<file path="config.mk">
export PLATFORM = sky130hd
export DESIGN_NAME = module_modcounter_flat
export DESIGN_NICKNAME = d
export VERILOG_FILES = /design/src/rtl/module_modcounter_pkg.sv /design/src/rtl/module_modcounter_if.sv /design/src/rtl/module_modcounter_count_next.sv /design/src/rtl/module_modcounter.sv /design/src/flat_wrapper.sv
export SDC_FILE = /design/constraint.sdc
export NUM_CORES = 1
export LEC_CHECK = 0
export CORE_MARGIN = 4
export CORE_UTILIZATION = 35
export CTS_CLUSTER_DIAMETER = 40
export DETAILED_ROUTE_END_ITERATION = 10
export HOLD_SLACK_MARGIN = 0.03
export PLACE_DENSITY = 0.66
export SLEW_MARGIN = 20
export SYNTH_ARGS = -nofsm -noshare
export SYNTH_HDL_FRONTEND = slang
export SYNTH_HIERARCHICAL = 1
export SYNTH_SLANG_ARGS = --single-unit
</file>
<file path="constraint.sdc">
create_clock -name clk -period 1.8 [get_ports clk]
set_input_delay 0.36 -clock clk [delete_from_list [all_inputs] [get_ports clk]]
set_output_delay 0.36 -clock clk [all_outputs]
set_load 0.02 [all_outputs]
</file>
<file path="src/rtl/module_modcounter_pkg.sv">
// Shared types and limits for the modulo counter slice.
// Direction and boundary-mode encodings plus the widest supported counter.
package counter_pkg;
    typedef enum logic {DIR_UP, DIR_DOWN} dir_e;
    typedef enum logic {MODE_WRAP, MODE_SAT} mode_e;

    localparam int MAX_WIDTH = 32;
endpackage

</file>
<file path="src/rtl/module_modcounter_if.sv">
// Control/status bundle for module_modcounter; master drives controls, slave is the counter.
// No backpressure: every field is sampled or presented each cycle.
interface module_modcounter_if #(
    parameter int WIDTH = 4
);
    logic             stop;
    logic             dir;
    logic             sat_mode;
    logic             load;
    logic [WIDTH-1:0] load_val;
    logic             clr_ovf;
    logic [WIDTH-1:0] count;
    logic             tc;
    logic             wrap;
    logic             ovf;
    logic             load_err;

    modport master (
        output stop, dir, sat_mode, load, load_val, clr_ovf,
        input  count, tc, wrap, ovf, load_err
    );

    modport slave (
        input  stop, dir, sat_mode, load, load_val, clr_ovf,
        output count, tc, wrap, ovf, load_err
    );
endinterface

</file>
<file path="src/rtl/module_modcounter_count_next.sv">
// Next-state logic for the modulo counter: next count plus wrap and load-error events.
// Purely combinational, zero latency; no backpressure.
module module_count_next
    import counter_pkg::*;
#(
    parameter int             WIDTH = 4,
    parameter logic [WIDTH:0] MAX_C = '1
) (
    input  logic [WIDTH-1:0] i_count,
    input  logic             i_dir,
    input  logic             i_sat_mode,
    input  logic             i_load,
    input  logic [WIDTH-1:0] i_load_val,
    input  logic             i_stop,
    output logic [WIDTH-1:0] o_next,
    output logic             o_wrap_evt,
    output logic             o_load_err_evt
);
    // Comparisons are done one bit wider so MAX_C = 2**WIDTH-1 never truncates.
    logic [WIDTH:0] w_cnt_ext;
    logic [WIDTH:0] w_lv_ext;
    logic           w_sat;

    assign w_cnt_ext = {1'b0, i_count};
    assign w_lv_ext  = {1'b0, i_load_val};
    assign w_sat     = (mode_e'(i_sat_mode) == MODE_SAT);

    always_comb begin
        o_next         = i_count;
        o_wrap_evt     = 1'b0;
        o_load_err_evt = 1'b0;
        if (i_load) begin
            if (w_lv_ext > MAX_C) begin
                o_next         = MAX_C[WIDTH-1:0];
                o_load_err_evt = 1'b1;
            end else begin
                o_next = i_load_val;
            end
        end else if (!i_stop) begin
            if (dir_e'(i_dir) == DIR_DOWN) begin
                if (w_cnt_ext == '0) begin
                    o_wrap_evt = 1'b1;
                    o_next     = w_sat ? i_count : MAX_C[WIDTH-1:0];
                end else begin
                    o_next = i_count - WIDTH'(1);
                end
            end else begin
                if (w_cnt_ext >= MAX_C) begin
                    o_wrap_evt = 1'b1;
                    o_next     = w_sat ? i_count : '0;
                end else begin
                    o_next = i_count + WIDTH'(1);
                end
            end
        end
    end
endmodule

</file>
<file path="src/rtl/module_modcounter.sv">
// N-bit modulo up/down counter with load, hold, wrap/saturate, tc/wrap/load_err pulses and sticky ovf.
// Count and pulses update one edge after the inputs; tc is combinational; no backpressure.
module module_modcounter
    import counter_pkg::*;
#(
    parameter int              WIDTH   = 4,
    parameter longint unsigned MODULUS = 64'd1 << WIDTH,
    parameter longint unsigned RST_VAL = 0
) (
    input  logic                   clk,
    input  logic                   rst,
    module_modcounter_if.slave     bus
);
    localparam logic [WIDTH:0] MAX_C = (WIDTH+1)'(MODULUS - 64'd1);

    if (WIDTH < 1 || WIDTH > MAX_WIDTH) begin : g_bad_width
        $error("module_modcounter: WIDTH out of range 1..%0d", MAX_WIDTH);
    end
    if (MODULUS < 2 || MODULUS > (64'd1 << WIDTH)) begin : g_bad_modulus
        $error("module_modcounter: MODULUS out of range 2..2**WIDTH");
    end
    if (RST_VAL >= MODULUS) begin : g_bad_rst_val
        $error("module_modcounter: RST_VAL must be below MODULUS");
    end

    logic [WIDTH-1:0] r_count;
    logic             r_wrap;
    logic             r_ovf;
    logic             r_load_err;
    logic [WIDTH-1:0] w_next;
    logic             w_wrap_evt;
    logic             w_load_err_evt;

    module_count_next #(
        .WIDTH (WIDTH),
        .MAX_C (MAX_C)
    ) u_next (
        .i_count        (r_count),
        .i_dir          (bus.dir),
        .i_sat_mode     (bus.sat_mode),
        .i_load         (bus.load),
        .i_load_val     (bus.load_val),
        .i_stop         (bus.stop),
        .o_next         (w_next),
        .o_wrap_evt     (w_wrap_evt),
        .o_load_err_evt (w_load_err_evt)
    );

    // A wrap on the same edge as clr_ovf keeps ovf set.
    always_ff @(posedge clk) begin
        if (rst) begin
            r_count    <= WIDTH'(RST_VAL);
            r_wrap     <= 1'b0;
            r_ovf      <= 1'b0;
            r_load_err <= 1'b0;
        end else begin
            r_count    <= w_next;
            r_wrap     <= w_wrap_evt;
            r_load_err <= w_load_err_evt;
            if (w_wrap_evt) begin
                r_ovf <= 1'b1;
            end else if (bus.clr_ovf) begin
                r_ovf <= 1'b0;
            end
        end
    end

    assign bus.count    = r_count;
    assign bus.wrap     = r_wrap;
    assign bus.ovf      = r_ovf;
    assign bus.load_err = r_load_err;
    assign bus.tc       = (dir_e'(bus.dir) == DIR_DOWN) ? (r_count == '0)
                                                        : ({1'b0, r_count} == MAX_C);
endmodule

</file>
<file path="src/flat_wrapper.sv">
// flat-port wrapper written by rule: the top's interface ports become plain ports
module module_modcounter_flat import counter_pkg::*;
#(
    parameter int              WIDTH   = 4,
    parameter longint unsigned MODULUS = 64'd1 << WIDTH,
    parameter longint unsigned RST_VAL = 0
)
  (clk, rst, bus_stop, bus_dir, bus_sat_mode, bus_load, bus_load_val, bus_clr_ovf, bus_count, bus_tc, bus_wrap, bus_ovf, bus_load_err);
  module_modcounter_if #(.WIDTH(WIDTH)) bus_i ();
  input  logic clk;
  input  logic rst;
  input wire logic [$bits(bus_i.stop)-1:0] bus_stop;
  input wire logic [$bits(bus_i.dir)-1:0] bus_dir;
  input wire logic [$bits(bus_i.sat_mode)-1:0] bus_sat_mode;
  input wire logic [$bits(bus_i.load)-1:0] bus_load;
  input wire logic [$bits(bus_i.load_val)-1:0] bus_load_val;
  input wire logic [$bits(bus_i.clr_ovf)-1:0] bus_clr_ovf;
  output wire logic [$bits(bus_i.count)-1:0] bus_count;
  output wire logic [$bits(bus_i.tc)-1:0] bus_tc;
  output wire logic [$bits(bus_i.wrap)-1:0] bus_wrap;
  output wire logic [$bits(bus_i.ovf)-1:0] bus_ovf;
  output wire logic [$bits(bus_i.load_err)-1:0] bus_load_err;
  assign bus_i.stop = bus_stop;
  assign bus_i.dir = bus_dir;
  assign bus_i.sat_mode = bus_sat_mode;
  assign bus_i.load = bus_load;
  assign bus_i.load_val = bus_load_val;
  assign bus_i.clr_ovf = bus_clr_ovf;
  assign bus_count = bus_i.count;
  assign bus_tc = bus_i.tc;
  assign bus_wrap = bus_i.wrap;
  assign bus_ovf = bus_i.ovf;
  assign bus_load_err = bus_i.load_err;
  module_modcounter #(.WIDTH(WIDTH), .MODULUS(MODULUS), .RST_VAL(RST_VAL)) u_core (.clk(clk), .rst(rst), .bus(bus_i));
endmodule
</file>
==> summary.md, run 1 <==
| Metric | Value |
|---|---|
| Outcome | `completed` |
| Logic pwr share | `just over 40%` |
| Pre-antenna DRT Iters | `4` |
| Startpoint Class | `register` |
| Asr flop ratio synth | `0%` |
| Clock latency at the later pin of the worst-skew pair | `approximately 0.25 ns` |
| Routability Congestion | `0.799` |
| Met2 WL | `between 600 and 700 um` |
| Residual DRC | `0` |
| Total Wirelength | `roughly 1400 um` |
| Die span in y | `around 50 um` |
| Vias | `610` |
| Crit path cell chain | `or4_1 -> mux2i_1 -> buf_4` |
| Design area | `868 um2` |
| DRT antenna net count | `0` |
| Antenna violations before repair | `0` |
| Met1 WL | `671 um` |
| Max Fclk | `0.579 GHz` |
| P_leak | `between 0.0003 and 0.0004 uW` |
| Clk buf depth | `2` |
| Num CTS Buffers | `3` |
| Area contributors post-synth | `dfxtp_1 (24%), a21oi_1 (8.5%), nor2b_1 (5.3%), ha_1 (4.3%), nand2b_1 (4.3%)` |
| Routed wl met3 | `a little over 100 um` |
| Critical path arrival | `1.37 ns` |
| Seq cells post-synth | `7` |
| Iteration-0 DRC Markers | `13` |
| H-Tree Depth | `1` |
| Tmin final | `around 1.7 ns` |
| Die X | `49.0 um` |
| Die ar. | `0.00240 mm2` |
| Reg power frac | `between 30% and 40%` |
| CTS Sinks | `7` |
| Nets | `between 100 and 150` |
| Critical path's slowest cell | `or4_1` |
| Layout Utilization | `about 56%` |
| Most frequent cell after synthesis | `a21oi_1` |
| Cell family with most CP delay | `simple AND/OR/NAND/NOR gates` |
| Synth top cells by count | `a21oi_1 (10), dfxtp_1 (7), inv_1 (6), nor2b_1 (5), nand2b_1 (4)` |
| Avg Cell Area, Syn | `between 8 and 9 um2` |
| Total power draw | `around 520 uW` |
| Register area | `roughly 140 um2` |
| Vias in the first global route | `576` |
| Post-synthesis sequential area ratio | `about a quarter` |
| Instance count of the mapped netlist | `between 70 and 80` |
| Worst endpoint required time | `approximately 1.4 ns` |
| Synth top area share | `23.8%` |
| Core ar. | `roughly 0.0015 mm2` |
| Internal | `approximately 360 uW` |
| Clock Skew | `0.00264 ns` |
| Antenna Cells | `0` |
| WL/cell | `12.9 um` |
| Footprint of the multi-input gates | `409 um2` |
| Post-CTS Hold Fix Bufs | `0` |
| Row Count | `14` |
| Vias per cell | `between 5 and 6` |
| Register-to-register setup slack | `approximately 0.08 ns` |
| Tot GR Track Use | `about an eighth` |
| Detail Placement HPWL | `~1100 um` |
| Gr ovfl total | `0` |
| Period utilisation layout | `a little over nine tenths` |
| Crit Path Category | `reg -> out` |
| CTS tree | `built` |
| Clock group share of total power | `a little over a quarter` |
| Starting Density | `a little under two fifths` |
| Ys Warns | `6` |
| HP Class | `reg -> reg` |
| Placed Area | `802 um2` |
| First-pass GRT wire length | `between 2000 and 3000 um` |
| Yosys cell types | `35` |
| Endpoints failing setup | `0` |
| Root Buffer | `clkbuf_4` |
| Layout cells sized above 1 | `a little over a quarter` |
| Fin. max-slew vios | `0` |
| # port buffers | `18` |
| Sw Ratio | `a little under a third` |
| Post-synth EDFFs | `0` |
| Top FF cell, synth | `dfxtp_1` |
| Crit. End Element | `output port` |
| CP Buf/Inv Count | `1` |
| Largest net degree at the start of global routing | `15` |
| Max-cap viol count | `0` |
| Syn nets | `between 80 and 90` |
| Leading area contributor after synthesis | `dfxtp_1` |
| Synth-to-Final Area Change | `47.7%` |
| Worst VDD drop | `approximately 0.00044 V` |
| Uppermost layer routed | `met3` |
| RSZ-0062 raised after global routing | `true` |
| Max incr delay on CP | `between 0.5 and 0.6 ns` |
| Number of I/O pins | `19` |
| Layout fillers | `152` |
| Critical path fanouts, max | `2` |
| Clock slew seen by the registers of the worst setup and hold paths | `around 0.05 ns` |
| Final Hold Viols | `0` |
| Mapped cell area | `roughly 590 um2` |
| Power per cell area | `around 600 mW/mm2` |
| Switching Power | `about 160 uW` |
[sequential cells by signal, indices dropped and copies added (netlist names)]
name	flops
u_core/bus.load_err	1
u_core/bus.ovf	1
u_core/bus.count	4
u_core/bus.wrap	1
[logic make-up (layout without fill, tap and decap cells)]
logic type	count (synthesis)	count (layout)	share of synthesized area [%]
AO/OA/AOI/OAI	24	24	27.9
AND/OR/NAND/NOR	24	24	27.2
buffers and inverters	11	35	10.8
flip-flops	7	7	23.8
multiplexers	3	3	5.32
adder cells (fa/ha/maj)	2	2	4.25
other	1	1	0.638
[timing repair]
item	4_1_cts	5_1_grt
setup buffers	0	0
gates cloned	0	0
pin swaps	0	1
endpoints found under the setup margin	2	5
resized for setup	7	11
[layout by cell type, fill, tap and decap left out, drive strengths merged, types with 2 or more instances in the layout]
master         count
nand2b             4
dfxtp              7
nand4              2
o21ai              3
inv                6
ha                 2
clkbuf             4
a21oi             11
nor2               2
clkdlybuf4s50     15
mux2i              2
buf                8
nor2b              5
o31a               2
dlymetal6s2s       2
nand2              3
nor3b              2
[worst min-delay path: cells and delay by family, from the launching register on]
kind / cells / cell delay, ns
AO/OA/AOI/OAI: 1 / 0.06
flip-flops: 1 / 0.30
AND/OR/NAND/NOR: 1 / 0.06
[power by group through the flow]
stage | sequential, uW | combinational (uW) | clock (uW)
after floorplan | 193 | 105 | 0
after global placement | 173 | 200 | 0
after detailed placement | 173 | 201 | 0
after CTS | 170 | 207 | 146
after global routing | 171 | 232 | 165
final | 170 | 214 | 140
[final cells by class]
class / instances / area share, %
Multi-Input combinational cell: 54 / 47.1
Timing Repair Buffer: 25 / 28.0
Sequential cell: 7 / 16.4
Inverter: 6 / 3.17
Clock buffer: 4 / 3.03
Tap cell: 16 / 2.31
[routing by layer]
layer  vias up  global-route usage (%)
li1        308                       -
met1       278                    16.3
met2        24                    20.9
met3         0                    4.89
met4         0                    2.69
met5         -                       0
[stage by stage]
stage	hold WS (ns)	cells	TNS [ns]	setup WS (ns)
floorplan	0.424	72	0	0.0909
global placement	0.465	108	-1.01	-0.226
detailed placement	0.473	108	-1.09	-0.260
CTS	0.480	112	0	0.0132
global route	0.527	112	-0.0194	-0.0113
finish	0.475	112	0	0.0714
[worst paths after layout]
kind	startpoint	end	cells past startpoint
setup reg to reg	u_core/bus.count[1]	u_core/bus.count[1]	7
hold / removal	u_core/bus.ovf	u_core/bus.ovf	2
hold reg to reg	u_core/bus.ovf	u_core/bus.ovf	2
setup / recovery	u_core/bus.count[3]	bus_tc	3
Power figures use the tool's default switching activity.
==> inputs of run 2 (changes only) <==
Settings changed: CORE_AREA from default to 4 4 41 43, CORE_MARGIN 4 to default, CORE_UTILIZATION 35 to default, DIE_AREA from default to 0 0 45 47, PLACE_DENSITY 0.66 to 0.67, SYNTH_HIERARCHICAL 1 to default.
==> run 2 against run 1 <==
The run now ends with negative setup slack left. Power down 10%. Utilization rose by 3.6 points. Sequential cell count decreased by 1. Non-clock buffer count up 9. Area after synthesis fell by 27%. Largest cell class is now non-clock buffers. Highest routed layer is now met4.
==> summary.md, run 2 <==
| Metric | Value |
|---|---|
| Antenna Cells | `0 (unchanged)` |
| Total Wirelength | `1250 um (-14%)` |
| Nets | `102 (-7.3%)` |
| Vias per cell | `5.21 (-4.3%)` |
| Power per cell area | `603 mW/mm2 (about the same)` |
| Endpoints failing setup | `2 (+2)` |
| Most frequent cell after synthesis | `dfxtp_1` |
| Max Fclk | `0.538 GHz (-7.0%)` |
| Vias in the first global route | `519 (-9.9%)` |
| Leading area contributor after synthesis | `dfxtp_1` |
| Crit path cell chain | `inv_4 -> ha_4 -> and4bb_1 -> buf_4 -> o21a_1 -> or4_1 -> a311oi_1` |
| Gr ovfl total | `0 (unchanged)` |
| Outcome | `complete, but fails checks` |
| CP Buf/Inv Count | `2 (+1)` |
| Layout fillers | `121 (-20%)` |
| HP Start | `u_core.bus.ovf` |
| Residual DRC | `0 (unchanged)` |
| Worst endpoint required time | `1.95 ns (+0.51 ns)` |
| Crit Path Category | `reg -> reg` |
| Crit. End Element | `register` |
| Largest net degree at the start of global routing | `8 (-7)` |
| Max-cap viol count | `0 (unchanged)` |
| Synth-to-Final Area Change | `81.1%` |
| Seq cells post-synth | `6 (-1)` |
| Number of I/O pins | `19 (unchanged)` |
| Critical path arrival | `2.01 ns (+0.64 ns)` |
| Avg Cell Area, Syn | `8.28 um2 (+1.3%)` |
| Row Count | `13 (-1)` |
| First-pass GRT wire length | `2100 um (-18%)` |
| Asr flop ratio synth | `0% (unchanged)` |
| Period utilisation layout | `103% (+7.3 points)` |
| Starting Density | `33.1% (-5.1 points)` |
| Fin. max-slew vios | `0 (unchanged)` |
| CTS Sinks | `6 (-1)` |
| Instance count of the mapped netlist | `52 (-28%)` |
| Critical path fanouts, max | `4 (+2)` |
| DRT antenna net count | `0 (unchanged)` |
| # port buffers | `17 (-1)` |
| Antenna violations before repair | `0 (unchanged)` |
| Yosys cell types | `31 (-11%)` |
| Clock latency at the later pin of the worst-skew pair | `0.25 ns (about the same)` |
| Top FF cell, synth | `dfxtp_1` |
| Detail Placement HPWL | `993 um (-7.9%)` |
| Core ar. | `0.00130 mm2 (-16%)` |
| Clock slew seen by the registers of the worst setup and hold paths | `0.06 ns (about the same)` |
| Crit. Startpoint | `u_core.bus.count[0]` |
| Clk buf depth | `2 (unchanged)` |
| H-Tree Depth | `1 (unchanged)` |
| Die X | `45 um (-8.1%)` |
| Die ar. | `0.00212 mm2 (-12%)` |
| Worst reg2reg startpoint | `u_core.bus.count[0]` |
| Tmin final | `1.86 ns (+0.131 ns)` |
| Post-synth EDFFs | `0 (unchanged)` |
| Routability Congestion | `0.767 (-4.0%)` |
| WL/cell | `12.2 um (-6.0%)` |
| Vias | `537 (-12%)` |
| Clock Skew | `0.00896 ns (+0.00632 ns)` |
| HP Class | `reg -> reg` |
| CTS tree | `built` |
| Pre-antenna DRT Iters | `4 (unchanged)` |
| Iteration-0 DRC Markers | `8 (-5)` |
| Die span in y | `47 um (-4.1%)` |
| Post-synthesis sequential area ratio | `27.9% (+4.1 points)` |
| Hold WS | `0.448 ns (-0.0266 ns)` |
| P_leak | `0.000348 uW (-0.58%)` |
| Cell family with most CP delay | `simple AND/OR/NAND/NOR gates` |
| Max reg flops | `4 (unchanged)` |
| Failing checks | `negative setup slack` |
| Non-filler cells, final | `103 (-8.0%)` |
| Area contributors post-synth | `dfxtp_1 (28%), ha_1 (5.8%), o21ai_0 (5.8%), inv_1 (4.4%), a311oi_1 (4.1%)` |
| Synth top area share | `27.9% (+4.1 points)` |
| Final worst slack | `-0.0593 ns (-0.131 ns)` |
| Placed Cells | `97 (-10%)` |
| Worst VDD drop | `0.000423 V (-3.3%)` |
| Mapped cell area | `430 um2 (-27%)` |
| Tot GR Track Use | `14.2% (+1.3 points)` |
| Startpoint Class | `register` |
| Most common cell after layout, fill and taps aside | `buf_4` |
| Max incr delay on CP | `0.47 ns (-0.04 ns)` |
| Critical path's slowest cell | `or4_1` |
| RSZ-0062 raised after global routing | `true` |
| Layout cells sized above 1 | `33.0% (+5.9 points)` |
| Num CTS Buffers | `3 (unchanged)` |
| Syn nets | `65 (-24%)` |
| Final Hold Viols | `0 (unchanged)` |
| Root Buffer | `clkbuf_4` |
| Ys Warns | `0 (-6)` |
| Synth top cells by count | `dfxtp_1 (6), inv_1 (5), o21ai_0 (5), nor2_1 (4), nand2_1 (3)` |
| Most frequent cells in the layout | `buf_4 (18), clkdlybuf4s50_1 (15), o21ai_0 (5)` |
| Post-CTS Hold Fix Bufs | `0 (unchanged)` |
## run 2: metal layers
layer / GRT usage (%) / vias up / wire length, um
met1: 14.8 / 246 / 534
met5: 0 / - / 0
met4: 12.3 / 0 / 29
li1: - / 273 / -
met3: 3.07 / 4 / 79
met2: 24.3 / 14 / 608
## run 2: path summary, 6_finish.rpt
kind / slack [ns] / cells after the start / to
worst max register to register: -0.06 / 7 / u_core.bus.count[2]
worst max-delay path: -0.06 / 7 / u_core.bus.count[2]
worst min-delay path: 0.45 / 1 / u_core.bus.ovf
worst min register to register: 0.45 / 1 / u_core.bus.ovf
## run 2: per-stage QoR
stage | power (uW) | TNS, ns | instance area (um2) | setup WS [ns] | utilization, %
CTS | 480 | -0.206 | 772 | -0.126 | 59.3
global route | 500 | -0.235 | 779 | -0.134 | 59.9
floorplan | 228 | 0 | 438 | 0.0136 | -
finish | 470 | -0.109 | 779 | -0.0593 | 59.9
detailed placement | 320 | -1.17 | 721 | -0.500 | 55.4
global placement | 318 | -0.871 | 721 | -0.455 | 55.4
## run 2: repair_timing
item | 4_1_cts | 5_1_grt
setup buffers | 2 | 0
gates resized for setup | 9 | 3
setup endpoints to repair | 2 | 2
## run 2: final cells by class
cell class	instances	area, um2	share of cell area [%]
multi-input cells	39	288	36.9
well taps	15	18.8	2.41
flip-flops and latches	6	128	16.4
inverters	5	21.3	2.73
repair buffers	34	298	38.2
clock buffers	4	26.3	3.37
## run 2: power by group
part           internal, uW  switching, uW
registers               142           9.96
clock network          84.5           57.1
logic                   103           73.8
## run 2: kinds of logic (layout without fill, tap and decap cells)
group                      after synthesis  in the layout  synth area share (%)
buffers and inverters                    7             43                  8.72
xor gates and xnor gates                 1              1                  2.04
muxes                                    1              1                  2.33
DFF                                      6              6                  27.9
adders and majority gates                2              2                  5.81
and+or+nand+nor                         18             18                  26.5
AOI/OAI and AO/OA                       16             16                  25.9
other                                    1              1                 0.871
